[config.mk]
export PLATFORM = sky130hd
export DESIGN_NAME = divider_job_sched
export DESIGN_NICKNAME = d
export VERILOG_FILES = /design/src/rtl/divider_job_sched.sv
export SDC_FILE = /design/constraint.sdc
export NUM_CORES = 1
export LEC_CHECK = 0
export BUFFER_PORTS_ARGS = -buffer_cell sky130_fd_sc_hd__buf_2
export CAP_MARGIN = 20
export CORE_AREA = 2 2 105 132
export CTS_CLUSTER_DIAMETER = 200
export DETAILED_ROUTE_END_ITERATION = 6
export DIE_AREA = 0 0 107 134
export PLACE_DENSITY = 0.52
export SKIP_LAST_GASP = 1
export SLEW_MARGIN = 20
export SYNTH_ARGS = -nofsm -noshare
export SYNTH_HDL_FRONTEND = slang
export SYNTH_SLANG_ARGS = --single-unit
[constraint.sdc]
create_clock -name clk -period 5.6 [get_ports clk]
set_clock_uncertainty 0.05 [all_clocks]
set_input_delay 1.12 -clock clk [delete_from_list [all_inputs] [get_ports clk]]
set_output_delay 1.12 -clock clk [all_outputs]
set_load 0.01 [all_outputs]
[src/rtl/divider_job_sched.sv]
// Job scheduler for a line-by-line divider core: queues {base, lines} jobs,
// issues one scratchpad read per line and waits for the core's completion pulse.
module divider_job_sched #(
  parameter int unsigned STRIDE  = 2,
  parameter int unsigned TIMEOUT = 255,
  parameter int unsigned QDEPTH  = 2
) (
  input  logic        clk,
  input  logic        reset,
  input  logic        job_valid,
  output logic        job_ready,
  input  logic [15:0] job_base,
  input  logic [6:0]  job_lines,
  input  logic        div_done,
  output logic [15:0] sc_mem_rdaddr,
  output logic        sc_mem_rd_en,
  output logic        job_done,
  output logic        job_err,
  output logic        busy,
  output logic [6:0]  lines_done
);
  localparam int unsigned AW    = 16;
  localparam int unsigned LW    = 7;
  localparam int unsigned CW    = 2;
  localparam int unsigned TW    = $clog2(TIMEOUT + 1);
  localparam int unsigned MAXL  = 64;

  localparam logic [2:0] S_IDLE     = 3'd0;
  localparam logic [2:0] S_LOAD     = 3'd1;
  localparam logic [2:0] S_ISSUE    = 3'd2;
  localparam logic [2:0] S_WAIT     = 3'd3;
  localparam logic [2:0] S_COMPLETE = 3'd4;
  localparam logic [2:0] S_ERROR    = 3'd5;

  logic [2:0]    state, state_n;
  logic [AW-1:0] q_base [2];
  logic [LW-1:0] q_lines [2];
  logic          q_rd, q_wr;
  logic [CW-1:0] q_cnt, q_cnt_n;
  logic          push, pop;
  logic [AW-1:0] head_base;
  logic [LW-1:0] head_lines;
  logic [LW-1:0] cur_lines, cur_lines_n;
  logic [LW-1:0] lines_done_n;
  logic [AW-1:0] rdaddr_n;
  logic [TW-1:0] tcnt, tcnt_n;

  assign push       = job_valid && job_ready;
  assign pop        = (state == S_LOAD);
  assign head_base  = q_base[q_rd];
  assign head_lines = q_lines[q_rd];

  // Queue occupancy: simultaneous push and pop leaves it unchanged
  always_comb begin
    q_cnt_n = q_cnt;
    case ({push, pop})
      2'b10:   q_cnt_n = q_cnt + CW'(1);
      2'b01:   q_cnt_n = q_cnt - CW'(1);
      default: q_cnt_n = q_cnt;
    endcase
  end

  // Payload storage carries no reset; only pointers and count define validity
  always_ff @(posedge clk) begin
    if (push) begin
      q_base[q_wr]  <= job_base;
      q_lines[q_wr] <= job_lines;
    end
  end

  always_ff @(posedge clk or negedge reset) begin
    if (!reset) begin
      q_rd  <= 1'b0;
      q_wr  <= 1'b0;
      q_cnt <= '0;
    end else begin
      if (push) q_wr <= ~q_wr;
      if (pop)  q_rd <= ~q_rd;
      q_cnt <= q_cnt_n;
    end
  end

  // Next-state and datapath updates
  always_comb begin
    state_n      = state;
    cur_lines_n  = cur_lines;
    lines_done_n = lines_done;
    rdaddr_n     = sc_mem_rdaddr;
    tcnt_n       = tcnt;
    case (state)
      S_IDLE: begin
        if (q_cnt != '0) state_n = S_LOAD;
      end
      S_LOAD: begin
        cur_lines_n  = head_lines;
        lines_done_n = '0;
        tcnt_n       = '0;
        if (head_lines == '0 || head_lines > LW'(MAXL)) begin
          state_n = S_ERROR;
        end else begin
          state_n  = S_ISSUE;
          rdaddr_n = head_base;
        end
      end
      S_ISSUE: begin
        tcnt_n  = '0;
        state_n = S_WAIT;
      end
      S_WAIT: begin
        // A completion on the final tolerated cycle still counts as success
        if (div_done) begin
          lines_done_n = lines_done + LW'(1);
          tcnt_n       = '0;
          if (lines_done + LW'(1) == cur_lines) begin
            state_n = S_COMPLETE;
          end else begin
            state_n  = S_ISSUE;
            rdaddr_n = sc_mem_rdaddr + AW'(STRIDE);
          end
        end else if (tcnt >= TW'(TIMEOUT - 1)) begin
          state_n = S_ERROR;
        end else begin
          tcnt_n = tcnt + TW'(1);
        end
      end
      S_COMPLETE: state_n = S_IDLE;
      S_ERROR:    state_n = S_IDLE;
      default:    state_n = S_IDLE;
    endcase
  end

  always_ff @(posedge clk or negedge reset) begin
    if (!reset) begin
      state         <= S_IDLE;
      cur_lines     <= '0;
      lines_done    <= '0;
      sc_mem_rdaddr <= '0;
      tcnt          <= '0;
      sc_mem_rd_en  <= 1'b0;
      job_done      <= 1'b0;
      job_err       <= 1'b0;
      busy          <= 1'b0;
      job_ready     <= 1'b1;
    end else begin
      state         <= state_n;
      cur_lines     <= cur_lines_n;
      lines_done    <= lines_done_n;
      sc_mem_rdaddr <= rdaddr_n;
      tcnt          <= tcnt_n;
      sc_mem_rd_en  <= (state_n == S_ISSUE);
      job_done      <= (state_n == S_COMPLETE);
      job_err       <= (state_n == S_ERROR);
      busy          <= (state_n != S_IDLE) || (q_cnt_n != '0);
      job_ready     <= (q_cnt_n < CW'(QDEPTH));
    end
  end

endmodule

==> impl_results.md <==
* Peak supply drop at 0.1721 mV
* CP Launch Type: flop
* Post-Route WL at 9894 um
* FMAX at 302.8 MHz
* Status: complete, no violations
* Gr ovfl total at 0
* Die X at 107 um
* Hold_buf cts at 0
* Layout cell share with drive strength beyond 1 at 0.2084
* Crit end category: flop
* EDFF count, synth at 46
* Antenna violations before repair at 0
* Comb power frac at 0.383
* Die Ht at 134 um
* Max_slew headroom at 0.4072
* Final antenna-violating net count at 0
* Cell variety after synth at 50
* N_diodes at 0
* Post-CTS Setup Inserts at 0
* Seq/Total Area, Yosys at 0.5872
* Mapped Area at 0.004486 mm2
* H-tree lvl count at 3
* Most frequent cells in the layout: 54 x buf_2, 49 x dfrtp_1, 46 x edfxtp_1, 33 x nor2_1, 32 x a21oi_1
* Cells after synthesis at 398
* Placed wire-length estimate at 6946 um
* Power per Cell Area at 539.8 mW/mm2
* Psw at 0.001069 W
* Final hold vios at 0
* Clock-pin slew on the worst setup and hold paths at 0.06 ns
* Period minus WS final at 3.303 ns
* Placement Cell Area at 0.004918 mm2
* CTS tree: built
* WL per Instance at 15.91 um
* GPL Wtd Cong at 0.7884
* Core ar. at 0.01311 mm2
* Die area at 0.01434 mm2
* Cell-internal power at 0.001743 W
* Via Count at 3169
* Leak at 2.042 nW
* Ys async rst share at 0.5208
* PortBufs at 54
* Commonest non-fill, non-tap cell in the layout: buf_2
* Post-synthesis net count at 430
* Clock power share at 0.213
* Maxcap violations at 0
* GRT Overall Usage at 0.1455
* First-pass GRT wire length at 16230 um
* Sequential power share at 0.405
* Drt via density at 5.095
* Area Growth Syn to Fin at 16.09%
* CTS Root Cell: clkbuf_16
* Worst Path Arrival at 3.48 ns
* Final Cell Area at 0.005207 mm2
* Iteration-0 DRC Markers at 146
* Top FF cell, synth: dfrtp_1
* Clock latency on the worst-skew pair at 0.34 ns
* Switching share of power at 0.3801
* Final Non-Filler Cells at 622
* Pin count of the biggest net entering global routing at 51
* Hold Path Class: flop to flop
* RSZ-0062 raised after global routing: false
* Starting Density at 0.3420
* CP max FO at 17
* Syn avg cell area at 11.27 um2
* Final setup vio count at 0
* PostCTS Resize Cnt at 0
* Cts bufs inserted at 9
* CTS sink count at 96
* Ports at 55
* Req. time, crit path at 5.77 ns
* Fin nets at 478
* Placed cells at 606
* DRC viols at 0
* Core Rows at 47
* Slew Viols, Final at 0
* Final TNS setup at 0 ns
* Vias in the first global route at 3212
* Synth Warn # at 0
* Drt pass-1 iters at 4
* Worst Tran Pin Value at 0.8892 ns
* #FFs+latches synth at 96
* Crit Path Class: flop to flop
* Period utilization at 0.5898
* Max Buffers Root-to-Sink at 2
sequential cells by signal (all words and copies together) (netlist names):
register       flops
job_done           1
state              3
cur_lines          7
q_base            32
q_wr               1
sc_mem_rdaddr     16
job_err            1
q_rd               1
sc_mem_rd_en       1
lines_done         7
q_cnt              2
job_ready          1
busy               1
q_lines           14
tcnt               8
power groups by stage:
| stage | clock network [W] | registers [W] | logic (W) |
|---|---|---|---|
| finish | 0.000597 | 0.00114 | 0.00108 |
| global route | 0.000641 | 0.00117 | 0.00121 |
| floorplan | 0 | 0.00112 | 0.000800 |
| CTS | 0.000614 | 0.00114 | 0.00109 |
| detailed placement | 0 | 0.00115 | 0.00108 |
| global placement | 0 | 0.00115 | 0.00107 |
critical path, cell delays in order (launching register included):
cell,delay (ns)
dfrtp_1,0.45
nand2b_1,0.30
nor2_2,0.56
a21boi_1,0.33
a221o_1,0.46
and3b_1,0.69
mux2_4,0.35
metrics by stage:
stage	utilization	hold slack, ns	power [W]	worst slack (ns)
global placement	0.3747	0.4461	0.002217	2.127
finish	0.3971	0.4583	0.002811	2.297
CTS	0.3969	0.4623	0.002842	1.951
detailed placement	0.3751	0.4496	0.002237	1.940
global route	0.3971	0.4984	0.003022	1.938
floorplan	-	0.4115	0.001923	2.810
cell type report:
type | instances | area [um2]
Timing Repair Buffer | 59 | 307.8
Inverter | 6 | 22.52
Sequential cell | 96 | 2634
Multi-Input combinational cell | 274 | 1743
Clock buffer | 10 | 229.0
Clock inverter | 6 | 57.56
Tap cell | 171 | 214.0
Fill cell | 1296 | 7906
synth_stat cells (all sizes together) (2+ instances only):
cell     instances  area [um2]
a211oi           2       15.01
a21oi           32       160.2
a31oi           17       106.4
and2             3       18.77
and3             7       43.79
and4             3       26.28
buf              4       31.27
clkbuf          18       67.56
dfrtp           49        1226
edfxtp          46        1381
ha               5       62.56
inv              6       22.52
mux2            13       157.7
mux2i           12       120.1
nand2           24       90.09
nand2b           3       18.77
nand3           14       70.07
nand4            5       31.28
nor2            36       135.1
nor2b            7       43.79
nor3            20       105.1
nor3b            2       15.01
o2111ai          2       17.52
o21ai           22       110.1
o22ai            2       12.51
o31ai            3       22.52
o41ai            2       17.52
xnor2           13       113.9
xor2             9       78.83
worst paths after layout:
check	startpoint	depth (start not counted)	slack [ns]	endpoint
worst max register to register	state[2]	6	2.30	sc_mem_rdaddr[1]
max in group asynchronous	reset	2	4.23	tcnt[4]
worst min-delay path	tcnt[7]	2	0.46	tcnt[7]
min in group asynchronous	reset	2	0.83	lines_done[5]
worst min register to register	tcnt[7]	2	0.46	tcnt[7]
worst max-delay path	state[2]	6	2.30	sc_mem_rdaddr[1]
layer usage:
| metal | share of wire | up-vias | global-route usage | wire (um) |
|---|---|---|---|---|
| li1 | - | 1560 | - | - |
| met1 | 0.45 | 1550 | 0.1799 | 4465 |
| met2 | 0.51 | 50 | 0.2477 | 5026 |
| met3 | 0.023 | 9 | 0.02284 | 225 |
| met4 | 0.018 | 0 | 0.06926 | 176 |
| met5 | 0 | - | 0 | 0 |
logic make-up after synthesis:
logic type      share of synthesized area
simple gates                       0.1448
fa+ha+maj                         0.01395
buf+inv                           0.02705
flops                              0.5872
mux                               0.06193
xor+xnor                          0.04296
compound gates                     0.1222
Power figures use the tool's default switching activity.
